<file path="config.mk">
export PLATFORM = sky130hd
export DESIGN_NAME = ram_port_master
export DESIGN_NICKNAME = d
export VERILOG_FILES = /design/src/rtl/mem_pkg.sv /design/src/rtl/sync_small_fifo.sv /design/src/rtl/ram_port_master.sv
export SDC_FILE = /design/constraint.sdc
export NUM_CORES = 1
export LEC_CHECK = 0
export ABC_AREA = 1
export CAP_MARGIN = 20
export CORE_MARGIN = 1.5
export CORE_UTILIZATION = 30
export CTS_CLUSTER_DIAMETER = 40
export DETAILED_ROUTE_END_ITERATION = 10
export SLEW_MARGIN = 10
export SYNTH_ARGS = -nofsm -noshare
export SYNTH_HDL_FRONTEND = slang
export SYNTH_SLANG_ARGS = --single-unit
</file>
<file path="constraint.sdc">
create_clock -name clk -period 3.2 [get_ports clk]
set_input_delay 0.64 -clock clk [delete_from_list [all_inputs] [get_ports clk]]
set_output_delay 0.64 -clock clk [all_outputs]
set_load 0.02 [all_outputs]
</file>
<file path="src/rtl/mem_pkg.sv">
// Shared response type and helpers for the RAM port initiator and its response buffer.
package mem_pkg;

  localparam int MAX_NUM_WE = 64;

  // Response word at the default 32-bit width; wider instances declare their own.
  typedef struct packed {
    logic        write;
    logic [31:0] rdata;
  } mem_rsp_t;

  function automatic logic is_write(input logic [MAX_NUM_WE-1:0] we);
    return |we;
  endfunction

endpackage

</file>
<file path="src/rtl/sync_small_fifo.sv">
// Small register-based FIFO with a combinational head, used as the response buffer.
module sync_small_fifo #(
  parameter int DEPTH = 2,
  parameter int WIDTH = 33,
  localparam int PTR_W = (DEPTH > 1) ? $clog2(DEPTH) : 1,
  localparam int CNT_W = $clog2(DEPTH + 1)
) (
  input  logic             clk,
  input  logic             rst_n,
  input  logic             push_i,
  input  logic             pop_i,
  input  logic [WIDTH-1:0] din_i,
  output logic [WIDTH-1:0] dout_o,
  output logic             full_o,
  output logic             empty_o,
  output logic [CNT_W-1:0] count_o
);

  logic [WIDTH-1:0] mem_q [DEPTH];
  logic [PTR_W-1:0] wr_ptr_q, wr_ptr_d;
  logic [PTR_W-1:0] rd_ptr_q, rd_ptr_d;
  logic [CNT_W-1:0] count_q, count_d;

  // Pointers wrap modulo DEPTH, which need not be a power of two.
  function automatic logic [PTR_W-1:0] ptr_inc(input logic [PTR_W-1:0] ptr);
    return (ptr == PTR_W'(DEPTH - 1)) ? '0 : ptr + 1'b1;
  endfunction

  always_comb begin
    wr_ptr_d = push_i ? ptr_inc(wr_ptr_q) : wr_ptr_q;
    rd_ptr_d = pop_i  ? ptr_inc(rd_ptr_q) : rd_ptr_q;
    count_d  = count_q + CNT_W'(push_i) - CNT_W'(pop_i);
  end

  always_ff @(posedge clk or negedge rst_n) begin
    if (!rst_n) begin
      wr_ptr_q <= '0;
      rd_ptr_q <= '0;
      count_q  <= '0;
    end else begin
      wr_ptr_q <= wr_ptr_d;
      rd_ptr_q <= rd_ptr_d;
      count_q  <= count_d;
    end
  end

  always_ff @(posedge clk) begin
    if (push_i) mem_q[wr_ptr_q] <= din_i;
  end

  assign dout_o  = mem_q[rd_ptr_q];
  assign count_o = count_q;
  assign empty_o = (count_q == '0);
  assign full_o  = (count_q == CNT_W'(DEPTH));

  assert property (@(posedge clk) disable iff (!rst_n) !(push_i && full_o));
  assert property (@(posedge clk) disable iff (!rst_n) !(pop_i && empty_o));

endmodule

</file>
<file path="src/rtl/ram_port_master.sv">
// Drives one RAM port from a valid/ready request stream and returns the fixed-latency
// read data as a valid/ready response stream, buffering it under backpressure.
module ram_port_master
  import mem_pkg::*;
#(
  parameter int DATA_DEPTH       = 256,
  parameter int DATA_WIDTH       = 32,
  parameter int BYTE_WRITE_WIDTH = 32,
  parameter int RSP_DEPTH        = 2,
  localparam int ADDR_WIDTH = $clog2(DATA_DEPTH),
  localparam int NUM_WE     = DATA_WIDTH / BYTE_WRITE_WIDTH
) (
  input  logic                  clk,
  input  logic                  rst_n,
  input  logic                  req_valid_i,
  output logic                  req_ready_o,
  input  logic [NUM_WE-1:0]     req_we_i,
  input  logic [ADDR_WIDTH-1:0] req_addr_i,
  input  logic [DATA_WIDTH-1:0] req_wdata_i,
  output logic                  rsp_valid_o,
  input  logic                  rsp_ready_i,
  output logic                  rsp_write_o,
  output logic [DATA_WIDTH-1:0] rsp_rdata_o,
  output logic                  ram_en_o,
  output logic [NUM_WE-1:0]     ram_we_o,
  output logic [ADDR_WIDTH-1:0] ram_addr_o,
  output logic [DATA_WIDTH-1:0] ram_wdata_o,
  input  logic [DATA_WIDTH-1:0] ram_rdata_i
);

  localparam int CNT_W = $clog2(RSP_DEPTH + 1);

  typedef struct packed {
    logic                  write;
    logic [DATA_WIDTH-1:0] rdata;
  } rsp_t;

  logic             fire;
  logic             inflight_q, inflight_d;
  logic             is_write_q, is_write_d;
  rsp_t             beat_rsp, fifo_head, rsp_out;
  logic             fifo_push, fifo_pop, fifo_full, fifo_empty;
  logic [CNT_W-1:0] cnt;

  assign fire        = req_valid_i && req_ready_o;
  assign ram_en_o    = fire;
  assign ram_we_o    = fire ? req_we_i : '0;
  assign ram_addr_o  = req_addr_i;
  assign ram_wdata_o = req_wdata_i;

  always_comb begin
    inflight_d = fire;
    is_write_d = fire ? is_write(MAX_NUM_WE'(req_we_i)) : is_write_q;
  end

  always_ff @(posedge clk or negedge rst_n) begin
    if (!rst_n) begin
      inflight_q <= 1'b0;
      is_write_q <= 1'b0;
    end else begin
      inflight_q <= inflight_d;
      is_write_q <= is_write_d;
    end
  end

  // The cycle after a fire carries the RAM read data: the return beat.
  always_comb begin
    beat_rsp.write = is_write_q;
    beat_rsp.rdata = is_write_q ? '0 : ram_rdata_i;
  end

  // Bypass only when nothing is buffered, so responses never overtake each other.
  always_comb begin
    fifo_push   = 1'b0;
    fifo_pop    = 1'b0;
    rsp_valid_o = 1'b0;
    rsp_out     = fifo_head;
    if (inflight_q && fifo_empty) begin
      rsp_valid_o = 1'b1;
      rsp_out     = beat_rsp;
      fifo_push   = !rsp_ready_i;
    end else if (inflight_q) begin
      rsp_valid_o = 1'b1;
      fifo_push   = 1'b1;
      fifo_pop    = rsp_ready_i;
    end else begin
      rsp_valid_o = !fifo_empty;
      fifo_pop    = !fifo_empty && rsp_ready_i;
    end
  end

  assign rsp_write_o = rsp_out.write;
  assign rsp_rdata_o = rsp_out.rdata;

  // Credit: every accepted request is guaranteed a buffer slot for its return beat.
  assign req_ready_o = rst_n &&
                       (((int'(cnt) + int'(inflight_q)) < RSP_DEPTH) ||
                        (rsp_valid_o && rsp_ready_i));

  sync_small_fifo #(
    .DEPTH(RSP_DEPTH),
    .WIDTH($bits(rsp_t))
  ) u_rsp_fifo (
    .clk    (clk),
    .rst_n  (rst_n),
    .push_i (fifo_push),
    .pop_i  (fifo_pop),
    .din_i  (beat_rsp),
    .dout_o (fifo_head),
    .full_o (fifo_full),
    .empty_o(fifo_empty),
    .count_o(cnt)
  );

  assert property (@(posedge clk) (DATA_WIDTH % BYTE_WRITE_WIDTH) == 0);
  assert property (@(posedge clk) disable iff (!rst_n) !(inflight_q && fifo_full));

endmodule

</file>
==> summary.md, run 1 <==
| Metric | Value |
|---|---|
| GRT Total Usage | `11.0%` |
| Average wire per standard cell | `about 13 um` |
| Final slew viol count | `0` |
| End of the worst register-to-register path | `u_rsp_fifo.count_o[1]` |
| CP required | `approximately 2.6 ns` |
| Mapped Area | `~3700 um^2` |
| Worst setup EP type | `output port` |
| Final hold violations | `0` |
| Fin Setup TNS | `0 ns` |
| CTS sink cnt | `72` |
| Hold Crit Endpoint | `u_rsp_fifo.count_o[1]` |
| Vias per inst | `around 4.3` |
| Die area | `roughly 13000 um^2` |
| Synth unique cells | `23` |
| DIE HEIGHT | `114 um` |
| CTS tree | `yes` |
| Share of post-route cells with drive strength above 1 | `16.9%` |
| RSZ-0062 raised after global routing | `no` |
| Slew @ Worst Pin | `between 0.5 and 0.6 ns` |
| Reg2Reg Launch Point | `u_rsp_fifo.count_o[1]` |
| Hold path cells | `2` |
| Area growth syn-to-layout | `22.9%` |
| Number of global-route vias before repair | `approximately 2400` |
| # nets final | `477` |
| Initial antenna violation count | `0` |
| Number of port buffers | `73` |
| Post-Syn Area per Cell | `10.2 um^2` |
| Pwr per Cell Area | `831 nW/um^2` |
| Total power | `3.79 mW` |
| Post CTS Setup Buffer Count | `0` |
| Clock transition at path regs | `0.05 ns` |
| Tcrit/Tclk final | `about nine tenths` |
| Worst Hold Class | `flop to flop` |
| Die width | `114 um` |
| Initial Utilization | `30.9%` |
| Post-Syn Nets | `roughly 440` |
| First-pass GRT wire length | `11200 um` |
| Total grt overflow | `0` |
| DR pass1 iterations | `4` |
| Max_slew headroom | `66.2%` |
| Routability Congestion | `0.688` |
| Period minus WS final | `2.86 ns` |
| Core area | `about 12000 um^2` |
| Number of buffers inserted by hold repair at cts | `0` |
| Worst EP arrival | `~2.2 ns` |
| FMAX | `around 350 MHz` |
| Static leakage | `1.73 nW` |
| Final number of setup-violating endpoints | `0` |
| Inserted Clock Buffers | `9` |
| Register area share after synthesis | `~58%` |
| CP Launch Type | `flop` |
| Status | `finished clean` |
| Worst Clk Skew | `roughly 0.005 ns` |
| FP Rows | `40` |
| Worst setup startpoint | `u_rsp_fifo.count_o[1]` |
| Seq cells post-synth | `72` |
| Clock root cell | `clkbuf_16` |
| Largest net degree at the start of global routing | `37` |
| Worst vdd ir | `0.306 mV` |
| Htree depth | `3` |
| DP HPWL | `between 4000 and 5000 um` |
| IO Pins | `154` |
| Critical path fanouts, max | `36` |
| CTS resizes | `0` |
| Clk buf depth | `2` |
| Worst Reg-to-Reg Cells | `9` |
| Number of remaining DRC errors | `0` |
| Iteration-0 DRC Markers | `55` |
| Register-to-register setup slack | `roughly 1.5 ns` |
| Via count | `2377` |
| Total number of yosys warnings | `0` |
| Crit Path Class | `flop to output port` |
| Hold Startpoint | `u_rsp_fifo.count_o[1]` |
| N_diodes | `0` |
| Final wirelength | `6910 um` |
| Max cap viols | `0` |
| Post-route ant nets | `0` |
| Clock latency on the worst-skew pair | `around 0.32 ns` |
| Cells after synthesis | `roughly 360` |
[state kept, by name (all words and copies together), names as in the netlist]
name and count:
inflight_q 1, u_rsp_fifo.count_o 2, u_rsp_fifo.mem_q 66, u_rsp_fifo.rd_ptr_q 1, u_rsp_fifo.wr_ptr_q 1, is_write_q 1
[logic make-up after synthesis]
group / after synthesis / synth area share [%]
compound gates: 66 / 9.79
xor+xnor: 3 / 0.709
fa+ha+maj: 2 / 0.675
buf+inv: 101 / 16.8
flops: 72 / 57.5
simple gates: 118 / 14.5
[how the worst max path moves through the flow]
stage and end:
6_report rsp_rdata_o[3], 5_1_grt rsp_rdata_o[4], 4_1_cts ram_we_o, 3_5_place_dp ram_we_o, 3_3_place_gp ram_we_o, 2_1_floorplan u_rsp_fifo.mem_q[1][0]
[layout by cell type (no fill, tap or decap), drive strengths merged]
cell / n
ha: 2
nand4: 1
buf: 9
xnor2: 1
a21boi: 1
xor2: 2
dfrtp: 6
inv: 44
edfxtp: 66
nand3: 1
clkinvlp: 2
nand2: 46
nor2: 38
bufinv: 1
clkinv: 4
or2: 32
clkdlybuf4s50: 73
clkbuf: 9
o21ai: 65
[through the flow]
stage | worst slack, ns | cells | instance area (um^2) | hold WS (ns) | util (%)
after floorplan | 0.585 | 362 | 3710 | 0.344 | -
after global placement | 0.381 | 534 | 4270 | 0.567 | 35.6
after detailed placement | 0.311 | 534 | 4270 | 0.583 | 35.6
after CTS | 0.311 | 550 | 4560 | 0.592 | 37.9
after global routing | 0.183 | 550 | 4560 | 0.621 | 37.9
final | 0.339 | 550 | 4560 | 0.588 | 37.9
[final cells by class]
cell class,instances,area (um^2)
Fill cell,1189,7450
Sequential cell,72,2130
Multi-Input combinational cell,189,966
Timing Repair Buffer,82,823
Clock buffer,9,225
Tap cell,147,184
Inverter,44,165
Clock inverter,7,62.6
[metal layers]
metal / part of all wire [%] / routed length, um / global-route usage [%]
met2: 47 / 3270 / 18.4
met3: 5.7 / 395 / 2.91
met4: 2.2 / 155 / 5.42
met5: 0 / 0 / 0
met1: 45 / 3090 / 13.3
[Yosys cell counts, drive strengths merged]
master	n	area [um^2]
xor2	2	17.5
buf	50	432
a21boi	1	7.51
nand2	46	173
or2	32	200
nor2	38	153
nand3	1	5.00
o21ai	65	355
dfrtp	6	150
edfxtp	66	1980
inv	44	165
clkbuf	7	27.5
nand4	1	6.26
ha	2	25.0
xnor2	1	8.76
[where the power goes]
part	total (mW)	internal (mW)	switching, mW	leakage, nW
Combinational	1.60	0.696	0.900	0.913
Clock	0.938	0.594	0.344	0.136
Sequential	1.25	1.21	0.0422	0.681
[worst max-delay path, cell delays in order, from the launching register on]
cell and delay [ns]:
dfrtp_1 0.39, nor2_2 0.17, inv_2 0.08, nor2_4 0.08
buf_4 0.31, nand2_1 0.09, o21ai_0 0.11, clkdlybuf4s50_1 0.65
Note: power is estimated with default switching activity, not from simulation.
==> run 2: changes to the inputs <==
--- a/config.mk
+++ b/config.mk
@@ -7,10 +7,13 @@
 export LEC_CHECK = 0
 export ABC_AREA = 1
 export CAP_MARGIN = 20
+export CELL_PAD_IN_SITES_DETAIL_PLACEMENT = 0
+export CELL_PAD_IN_SITES_GLOBAL_PLACEMENT = 1
 export CORE_MARGIN = 1.5
-export CORE_UTILIZATION = 30
+export CORE_UTILIZATION = 32
 export CTS_CLUSTER_DIAMETER = 40
 export DETAILED_ROUTE_END_ITERATION = 10
+export PLACE_DENSITY_LB_ADDON = 0.1
 export SLEW_MARGIN = 10
 export SYNTH_ARGS = -nofsm -noshare
 export SYNTH_HDL_FRONTEND = slang
==> run 2 against run 1 <==
Net effect:
- largest power group unchanged
- total power rose by 5.3%
- non-clock buffer count rose by 4
- die area fell by 6.1%
- cell area rose by 1.0%
- global-route usage rose by 1.9 points
- critical path type unchanged
==> summary.md, run 2 (synthesized netlist as in run 1, its figures left out) <==
| Metric | Value |
|---|---|
| Crit Path Class | `flop to output port` |
| Largest net degree at the start of global routing | `40` |
| N_diodes | `0` |
| Fin area | `around 4600 um^2` |
| FMAX | `341 MHz` |
| FF/Latch Area | `2130 um^2` |
| Worst path slowest cell | `clkdlybuf4s50_1` |
| Via count | `2407` |
| Most frequent cells in the layout | `73 x clkdlybuf4s50_1, 66 x edfxtp_1, 57 x o21ai_0` |
| Fill cells | `1127` |
| Final slew viol count | `0` |
| Inserted Clock Buffers | `9` |
| Worst slack at placement | `0.378 ns` |
| Post CTS Setup Buffer Count | `0` |
| Worst vdd ir | `0.332 mV` |
| Static leakage | `1.77 nW` |
| Clock latency on the worst-skew pair | `0.32 ns` |
| Max_slew headroom | `70.9%` |
| Worst Clk Skew | `0.00371 ns` |
| Final hold violations | `0` |
| DP HPWL | `4940 um` |
| Number of flip-flops in the largest register | `66` |
| Max incr delay on CP | `between 0.6 and 0.7 ns` |
| Average wire per standard cell | `13.9 um` |
| Clk buf depth | `2` |
| GRT Total Usage | `12.9%` |
| CP required | `2.56 ns` |
| Routability Congestion | `0.651` |
| Slew @ Worst Pin | `~0.44 ns` |
| Period minus WS final | `slightly below 3 ns` |
| CTS tree | `yes` |
| Clock root cell | `clkbuf_16` |
| Number of buffers inserted by hold repair at cts | `0` |
| Die area | `roughly 12000 um^2` |
| Total grt overflow | `0` |
| Worst setup EP type | `output port` |
| Initial Utilization | `32.6%` |
| Fin Setup TNS | `0 ns` |
| Final number of setup-violating endpoints | `0` |
| Worst setup startpoint | `u_rsp_fifo.count_o[1]` |
| IO Pins | `154` |
| Die width | `111 um` |
| Max cap viols | `0` |
| Placed inst area | `4270 um^2` |
| Vias per inst | `4.38` |
| Crit-path cells | `nor2_2, inv_2, nor2_4, buf_4, nand2_1, o21ai_2, clkdlybuf4s50_1` |
| Hold WS | `0.582 ns` |
| Worst setup margin | `0.270 ns` |
| Pwr per Cell Area | `865 nW/um^2` |
| CTS resizes | `0` |
| Iteration-0 DRC Markers | `110` |
| DR pass1 iterations | `4` |
| Final wirelength | `7670 um` |
| Fin cells | `550` |
| Number of remaining DRC errors | `0` |
| Multi-input logic area | `966 um^2` |
| Total power | `3.99 mW` |
| Initial antenna violation count | `0` |
| FP Rows | `39` |
| Status | `finished clean` |
| Core area | `around 11000 um^2` |
| Hold Startpoint | `u_rsp_fifo.count_o[1]` |
| RSZ-0062 raised after global routing | `no` |
| Commonest non-fill, non-tap cell in the layout | `clkdlybuf4s50_1` |
| Clock transition at path regs | `0.05 ns` |
| Htree depth | `3` |
| Crit-path leading delay family | `buffers and inverters` |
| Buf/Inv on CP | `3` |
| Critical path fanouts, max | `39` |
| CTS sink cnt | `slightly above 70` |
| Worst Hold Class | `flop to flop` |
| Number of port buffers | `73` |
| First-pass GRT wire length | `12400 um` |
| Post-Route Utilization | `40.5%` |
| CP Launch Type | `flop` |
| Placed Cells | `534` |
| Number of global-route vias before repair | `2435` |
| Worst EP arrival | `2.29 ns` |
| DIE HEIGHT | `111 um` |
| Post-route ant nets | `0` |
| Most flops, register | `u_rsp_fifo.mem_q` |
| Area growth syn-to-layout | `24.2%` |
| Share of post-route cells with drive strength above 1 | `17.7%` |
| Tcrit/Tclk final | `91.5%` |
| Reg2Reg Launch Point | `u_rsp_fifo.count_o[1]` |
| # nets final | `481` |
-- run 2: cell type report --
| type | instances | area share, % |
|---|---|---|
| repair buffers | 86 | 18.0 |
| clock buffers | 9 | 4.89 |
| multi-input cells | 189 | 21.0 |
| well taps | 143 | 3.88 |
| inverters | 44 | 3.59 |
| clock inverters | 7 | 2.39 |
| flip-flops and latches | 72 | 46.3 |
-- run 2: metal layers --
metal	up-vias	GRT usage (%)	wire length, um
met5	-	0	0
met4	0	4.19	94
met3	7	3.90	415
met2	68	19.0	3390
met1	1118	18.1	3770
li1	1214	-	-
-- run 2: worst paths after layout --
check,to,slack (ns),cells after the start
worst max register to register,u_rsp_fifo.count_o[1],1.50,9
min in group asynchronous,is_write_q,0.69,2
worst min-delay path,u_rsp_fifo.count_o[1],0.58,2
worst min register to register,u_rsp_fifo.count_o[1],0.58,2
max in group asynchronous,u_rsp_fifo.count_o[0],2.39,2
worst max-delay path,rsp_rdata_o[2],0.27,7
-- run 2: tightest hold or removal path, stage by stage (launching register included) --
cell	delay (ns)
dfrtp_1	0.38
inv_1	0.09
xor2_1	0.07
-- run 2: where the power goes --
group / switching (mW) / leakage [nW] / internal [mW]
Clock: 0.362 / 0.161 / 0.754
Sequential: 0.0402 / 0.681 / 1.21
Combinational: 0.926 / 0.926 / 0.693
==> run 3: changes to the inputs <==
--- a/config.mk
+++ b/config.mk
@@ -11,6 +11,7 @@
 export CELL_PAD_IN_SITES_GLOBAL_PLACEMENT = 1
 export CORE_MARGIN = 1.5
 export CORE_UTILIZATION = 32
+export CTS_BUF_LIST = sky130_fd_sc_hd__clkbuf_8 sky130_fd_sc_hd__clkbuf_16
 export CTS_CLUSTER_DIAMETER = 40
 export DETAILED_ROUTE_END_ITERATION = 10
 export PLACE_DENSITY_LB_ADDON = 0.1
==> results of run 3 <==
Final layout, timing and power as in run 2 (identical DEF).
